<file path="config.mk">
export PLATFORM = sky130hd
export DESIGN_NAME = uart_tx_fifo
export DESIGN_NICKNAME = d
export VERILOG_FILES = /design/src/rtl/uart_tx_fifo.sv
export SDC_FILE = /design/constraint.sdc
export NUM_CORES = 1
export LEC_CHECK = 0
export BUFFER_PORTS_ARGS = -buffer_cell sky130_fd_sc_hd__buf_4
export CORE_ASPECT_RATIO = 0.8
export CORE_MARGIN = 1
export CORE_UTILIZATION = 52
export DETAILED_ROUTE_END_ITERATION = 10
export PLACE_DENSITY = 0.72
export SYNTH_ARGS = -nofsm -noshare
export SYNTH_HDL_FRONTEND = slang
export SYNTH_SLANG_ARGS = --single-unit
</file>
<file path="constraint.sdc">
create_clock -name clk -period 5 [get_ports clk]
set_input_delay 1.25 -clock clk [delete_from_list [all_inputs] [get_ports clk]]
set_output_delay 1.25 -clock clk [all_outputs]
set_load 0.01 [all_outputs]
</file>
<file path="src/rtl/uart_tx_fifo.sv">
// -----------------------------------------------------------------------------
// uart_tx_fifo
//
// Purpose:
//   A single-clock byte FIFO that feeds the UART transmit path. The output is
//   first-word-fall-through (FWFT): the head byte is always visible on
//   tx_dfifo while the FIFO holds data, and the FIFO drives 0 when it is empty.
//   The host pushes bytes at burst rate and uses afull for flow control. The
//   transmitter pops one byte per frame with rd_en.
//
// Configuration:
//   UART_FIFO_ERR_EN  When this macro is defined, the module adds the sticky
//                     error flags ovf and udf and their clear input err_clr.
//                     When it is undefined, rejected operations are dropped
//                     silently.
//
// Parameters:
//   DW          data width in bits (default 8)
//   DEPTH_LOG2  log2 of the storage depth (default 4, which gives 16 entries)
//   AF_LEVEL    afull asserts when count >= AF_LEVEL; legal range is
//               1..2**DEPTH_LOG2
//
// Ports:
//   clk       in   1             system clock, rising edge
//   rstn      in   1             asynchronous active-low reset
//   wr_en     in   1             host push request
//   wr_data   in   DW            byte to push
//   full      out  1             no free entry; pushes are rejected
//   afull     out  1             count >= AF_LEVEL
//   rd_en     in   1             transmitter pop request
//   tx_dfifo  out  DW            head byte (FWFT), or 0 when empty
//   empty     out  1             no stored byte
//   ovf       out  1             sticky rejected-push flag   (ERR_EN only)
//   udf       out  1             sticky rejected-pop flag    (ERR_EN only)
//   err_clr   in   1             clears ovf/udf next edge    (ERR_EN only)
//   count     out  DEPTH_LOG2+1  stored entries, 0..2**DEPTH_LOG2
// -----------------------------------------------------------------------------
module uart_tx_fifo #(
    parameter int unsigned DW         = 8,
    parameter int unsigned DEPTH_LOG2 = 4,
    parameter int unsigned AF_LEVEL   = 12
) (
    input  logic                  clk,
    input  logic                  rstn,
    input  logic                  wr_en,
    input  logic [DW-1:0]         wr_data,
    output logic                  full,
    output logic                  afull,
    input  logic                  rd_en,
    output logic [DW-1:0]         tx_dfifo,
    output logic                  empty,
`ifdef UART_FIFO_ERR_EN
    output logic                  ovf,
    output logic                  udf,
    input  logic                  err_clr,
`endif
    output logic [DEPTH_LOG2:0]   count
);

    localparam int unsigned AW    = DEPTH_LOG2;      // storage address width
    localparam int unsigned PW    = DEPTH_LOG2 + 1;  // pointer width (extra wrap bit)
    localparam int unsigned DEPTH = 1 << DEPTH_LOG2;

    // The threshold is held at pointer width so that the compare has matching
    // widths. AF_LEVEL = DEPTH still fits because count reaches DEPTH.
    localparam logic [PW-1:0] AF_THR = AF_LEVEL[PW-1:0];

    // -------------------------------------------------------------------------
    // State
    // -------------------------------------------------------------------------
    logic [DW-1:0] r_mem [DEPTH];
    logic [PW-1:0] r_wr_ptr;
    logic [PW-1:0] r_rd_ptr;

    logic          w_push;
    logic          w_pop;
    logic          w_full;
    logic          w_empty;
    logic [PW-1:0] w_count;

    // -------------------------------------------------------------------------
    // Flags, derived combinationally from the registered pointers.
    // The pointers are equal when the FIFO is empty. When the FIFO is full,
    // the addresses are equal but the wrap bits differ, because the write
    // pointer is exactly one lap ahead of the read pointer.
    // -------------------------------------------------------------------------
    assign w_empty = (r_wr_ptr == r_rd_ptr);
    assign w_full  = (r_wr_ptr[AW-1:0] == r_rd_ptr[AW-1:0]) &&
                     (r_wr_ptr[AW]     != r_rd_ptr[AW]);
    assign w_count = r_wr_ptr - r_rd_ptr;   // modulo 2**PW gives 0..DEPTH

    // A push on a full FIFO is rejected even when a pop happens in the same
    // cycle. There is no pass-through path, so the host must retry the push.
    assign w_push  = wr_en && !w_full;
    assign w_pop   = rd_en && !w_empty;

    assign full    = w_full;
    assign empty   = w_empty;
    assign count   = w_count;
    assign afull   = (w_count >= AF_THR);

    // FWFT head. The storage is not reset, so the output is forced to 0 while
    // the FIFO is empty. This also makes tx_dfifo read 0 as soon as rstn
    // asserts.
    assign tx_dfifo = w_empty ? '0 : r_mem[r_rd_ptr[AW-1:0]];

    // -------------------------------------------------------------------------
    // Pointers
    // -------------------------------------------------------------------------
    // NOTE: sequential state uses non-blocking (<=) so that every register
    // samples the pre-edge values, no matter how the processes are ordered.
    always_ff @(posedge clk or negedge rstn) begin
        if (!rstn) begin
            r_wr_ptr <= '0;
            r_rd_ptr <= '0;
        end else begin
            if (w_push) r_wr_ptr <= r_wr_ptr + PW'(1);
            if (w_pop)  r_rd_ptr <= r_rd_ptr + PW'(1);
        end
    end

    // -------------------------------------------------------------------------
    // Storage
    // -------------------------------------------------------------------------
    // NOTE: the storage array has no reset. Its contents are only observable
    // through tx_dfifo, and tx_dfifo is gated by empty. Leaving the reset off
    // lets the array map onto plain RAM or flops without a reset net.
    always_ff @(posedge clk) begin
        if (w_push) r_mem[r_wr_ptr[AW-1:0]] <= wr_data;
    end

    // -------------------------------------------------------------------------
    // Optional sticky error flags
    // -------------------------------------------------------------------------
`ifdef UART_FIFO_ERR_EN
    logic r_ovf;
    logic r_udf;

    // When a set event and err_clr occur in the same cycle, the set event
    // wins. This ensures that a clear racing a fresh error never hides it.
    always_ff @(posedge clk or negedge rstn) begin
        if (!rstn) begin
            r_ovf <= 1'b0;
            r_udf <= 1'b0;
        end else begin
            if (wr_en && w_full)       r_ovf <= 1'b1;
            else if (err_clr)          r_ovf <= 1'b0;

            if (rd_en && w_empty)      r_udf <= 1'b1;
            else if (err_clr)          r_udf <= 1'b0;
        end
    end

    assign ovf = r_ovf;
    assign udf = r_udf;
`else
    // Without error reporting, a rejected push or pop leaves no trace.
    // The guards on w_push and w_pop above already drop it.
`endif

endmodule

</file>
# Yosys cells after proc, flatten, opt, wreduce, memory -nomap -nowiden
# Memories as Yosys holds them, arrays and structs flattened.
# Index checks and enable logic that the tools add are counted.
[totals] memories=1 ram_bits=128 ff_bits=10 out_inout_bits=16
[memory_table] name="r_mem" words=16 word_bits=8 rd=1 rd_clocked_by_memory_dff=0 wr=1 line="71" rtl="logic [DW-1:0] r_mem [DEPTH];"
[classes] n_mux=3 reduce_logical=5 n_eq_ne=3 n_lt_le_gt_ge=1 n_addsub=3
[ops] cell="adder 5 x 1 -> 5 bit (second input constant)" n=2
[ops] cell="two-way mux 8 bit" n=1
[ops] cell="== test 5 bit" n=1
[ops] cell="greater-or-equal comparator 5 x 4 -> 1 bit (second input constant)" n=1
[ops] cell="subtractor 5 bit" n=1
[ops] cell="== test 4 bit" n=1
[ops] cell="logical AND 1 bit" n=3
[ops] cell="logical NOT 1 bit" n=2
[ops] cell="two-way mux 1 bit" n=2
[ops] cell="!= test 1 bit" n=1

# Longest topological paths before layout
[depth] word_depth=6 depth_mapped=10 mapped_depth_nobuf=8

# Worst setup path after synthesis
# Ideal clock, no wire load.
[synth_path] path_type="reg2out" from="reg r_rd_ptr[3]" to="out tx_dfifo[6]" path_stages_with_launch=10 arrival_ps=2116 n_path_buf=3 slack_ps=1634 required_time_ps=3750 cell_sequence="dfrtp_1 buf_2 buf_2 inv_2 ha_1 and4_1 nand2_1 clkbuf_1 o31ai_1 a211oi_1"
[synth_between] elab_chain_len=2 word_cells_on_any_way=3
[synth_lines] item="from (decl)" line="73" rtl="logic [PW-1:0] r_rd_ptr;"
[synth_lines] item="from (signal assigned)" line="118" rtl="if (w_pop) r_rd_ptr <= r_rd_ptr + PW'(1);"
[synth_lines] item="memory (16 x 8 bit) / == test 5 bit (equally long branches)"
[synth_lines] item="two-way mux 8 bit *" line="105" rtl="assign tx_dfifo = w_empty ? '0 : r_mem[r_rd_ptr[AW-1:0]];"
[synth_lines] item="to (decl)" line="50" rtl="output logic [DW-1:0] tx_dfifo,"
# Every way passes the cells marked *; elsewhere a longest branch is shown, timed or not.

# Worst setup path in the final report
[layout_path] from="reg r_rd_ptr[2]" to="out tx_dfifo[6]"
# The elaborated chain is that of the path after synthesis.

==> reports/qor.yml <==
status:
  status: "completed"
finish:
  layout-area-overhead-vs-synth_pct: 16.2
  layout.cells.non_filler: 485
  num_antenna_cells: 0
  nFillCells: 726
  final_layout_size_suffix_gt1_frac: 0.284
  finalNetCount: 354
setup_path:
  cp_slowest_cell: "dfrtp_1"
  path_cells: "inv_1 -> ha_1 -> and4_1 -> nand2_1 -> o31ai_1 -> a211oi_1 -> buf_4"
  crit_type: "flip-flop to output pin"
  start_kind: "flip-flop"
  arrival_ns: 2.84
  end_kind: "output pin"
  critPathMaxFanout: 18
  crit_required_ns: 3.75
  worst_path_largest_cell_delay_ns: 0.71
place:
  dpl.hpwl_um: 7220
  dp_cells: 453
  port_buffers: 27
  gp_congestion: 0.776
timing:
  finalSetupTns_ns: 0
  fin_skew_ns: 0.00702
  finalHoldWorstSlack_ns: 0.510
  slew_violations: 0
  finalSetupViolCount: 0
  max_clock_freq_mhz: 244
  period_minus_slack_ns: 4.09
  max-slew-margin-rel: 0.389
  rsz0062_at_grt: "no"
  fin_crit_sh: 0.818
  tightestPinTransition_ns: 0.913
  hold_viol: 0
drt:
  drt-total-wl_um: 11300
  routedWlPerCell_um: 23.3
  vias: 2847
  dr.pass1.iters: 4
  drtAntennaViolNets: 0
  drc: 0
  drt_iter0_drc: 210
  avgViaCountPerCell: 5.87
global_route:
  track_usage: 0.221
  grt_pass1_wl_um: 17400
  grt_antenna_before_repair: 0
  grt_overflow: 0
  grt_pass1_vias: 3001
  grt_start_max_net_pins: 27
run:
  maxCapViolCount: 0
clock_tree:
  worstSkewPairLatency_ns: 0.41
  clkSinkCount: 138
  cts_resized: 0
  post_cts_buffers: 0
  cts_buffer_depth: 2
  cts_inserted_buffers: 17
  root_buffer: "clkbuf_16"
  cts_hold_buf: 0
  cts_tree: "yes"
  path_clk_slew_ns: 0.06
  cts_htree_levels: 4
floorplanning:
  die_x_um: 119
  start_util: 0.544
  row_count: 33
  design.core.area_um2: 10400
  die_h_um: 95.5
  io_pins: 28
  die_area_um2: 11400
synthesis:
  syn-instance-count: 293
  ys_seq_elements: 138
  syn_nets: 315
  post_synth.cell_area_avg_um2: 19.4
  synth.distinct_cells: 36
  syn_area_um2: 5680
  ys_seq_area_frac: 0.721
  yosys_warnings: 0
power_and_ir_drop:
  pwr_density_cell_nw_per_um2: 641
  p_leak_nw: 2.29
  vdd_drop_max_uv: 322
hold_path:
  min_path_type: "flip-flop to flip-flop"
area by class of cell:
class / count / area [µm²] / share of cell area
timing repair buffer: 35 / 275 / 0.0417
sequential: 138 / 4090 / 0.620
tap: 140 / 175 / 0.0265
clock inverter: 12 / 125 / 0.0190
inverter: 9 / 33.8 / 0.00512
clock buffer: 20 / 437 / 0.0662
multi-input combinational: 131 / 1460 / 0.221
cell usage after synthesis:
library cell | n | share of area
buf_12 | 1 | 0.0035
nand2_1 | 8 | 0.0053
nand3_1 | 3 | 0.0026
edfxtp_1 | 128 | 0.68
mux2_2 | 8 | 0.016
o31ai_1 | 1 | 0.0013
xor2_1 | 1 | 0.0015
o21ai_1 | 7 | 0.0062
ha_1 | 9 | 0.020
and3_1 | 2 | 0.0022
nand4_1 | 3 | 0.0033
a31o_2 | 1 | 0.0015
and2_1 | 1 | 0.0011
clkbuf_1 | 4 | 0.0026
fa_1 | 1 | 0.0035
buf_2 | 8 | 0.0070
buf_4 | 1 | 0.0013
a21o_1 | 1 | 0.0013
nand2b_1 | 2 | 0.0022
xnor2_1 | 10 | 0.015
o21ai_0 | 2 | 0.0018
dfrtp_1 | 10 | 0.044
inv_2 | 1 | 0.00066
a21oi_1 | 8 | 0.0070
mux4_1 | 6 | 0.028
inv_1 | 8 | 0.0053
nor2b_1 | 1 | 0.0011
o21a_1 | 2 | 0.0026
nor3_1 | 5 | 0.0044
mux2i_1 | 8 | 0.014
a211oi_1 | 1 | 0.0013
or3_1 | 1 | 0.0011
mux4_2 | 26 | 0.10
and4_1 | 1 | 0.0015
nor2_1 | 12 | 0.0079
buf_6 | 1 | 0.0020
worst max-delay path: cells and delay by family, from the launching register on:
kind / cells / cell delay, ns
DFF: 1 / 0.71
buffers and inverters: 2 / 0.37
adders and majority gates: 1 / 0.39
and+or+nand+nor: 2 / 0.58
AOI/OAI and AO/OA: 2 / 0.38
per-stage QoR:
stage,total power (W),setup WS (ns),util,cell area [µm²]
after floorplan,0.00255,1.63,-,5680
after global placement,0.00305,1.39,0.578,6040
after detailed placement,0.00309,1.33,0.578,6040
after CTS,0.00427,0.898,0.632,6600
after global routing,0.00444,0.749,0.632,6600
final,0.00423,0.910,0.632,6600
worst paths after layout:
check                             from     endpoint  slack, ns  cells past startpoint
max                        r_rd_ptr[2]  tx_dfifo[6]       0.91                      7
min                        r_wr_ptr[4]  r_wr_ptr[4]       0.51                      1
max reg2reg                r_rd_ptr[2]  r_mem[4][0]       1.93                      6
min reg2reg                r_wr_ptr[4]  r_wr_ptr[4]       0.51                      1
max in group asynchronous         rstn  r_wr_ptr[2]       4.18                      1
min in group asynchronous         rstn  r_wr_ptr[1]       0.67                      1
layout by cell type, fill, tap and decap left out, types with 3 or more instances in the layout:
cell type	instances
inv_1	8
clkinvlp_4	4
nor3_1	5
mux2_2	8
mux2i_1	8
nand4_1	3
a21oi_1	8
nand2_1	8
clkbuf_1	3
dfrtp_1	10
xnor2_1	10
o21ai_1	7
nand3_1	3
buf_4	34
clkbuf_16	17
mux4_2	26
nor2_1	12
edfxtp_1	128
mux4_1	6
ha_1	9
cells by family (layout without fill, tap and decap cells):
| family | Yosys count | after routing | synth area share |
|---|---|---|---|
| XOR/XNOR | 11 | 11 | 0.0170 |
| buffers and inverters | 24 | 76 | 0.0225 |
| flip-flops | 138 | 138 | 0.721 |
| adder cells (fa/ha/maj) | 10 | 10 | 0.0233 |
| AND/OR/NAND/NOR | 39 | 39 | 0.0328 |
| multiplexers | 48 | 48 | 0.161 |
| AO/OA/AOI/OAI | 23 | 23 | 0.0231 |
metal layers:
| layer | track usage | vias up | wire [µm] |
|---|---|---|---|
| li1 | - | 1251 | - |
| met5 | 0 | - | 0 |
| met4 | 0.0707 | 0 | 98 |
| met1 | 0.308 | 1495 | 5260 |
| met3 | 0.0622 | 9 | 654 |
| met2 | 0.342 | 92 | 5300 |
state kept, by name (all words and copies together) (netlist names):
name      count
r_mem       128
r_rd_ptr      5
r_wr_ptr      5
report_power, final:
part,switching (W),internal [W]
clock network,0.000450,0.000730
logic,0.000760,0.000756
registers,0.000123,0.00141
total,0.00133,0.00290
Power figures use the tool's default switching activity.
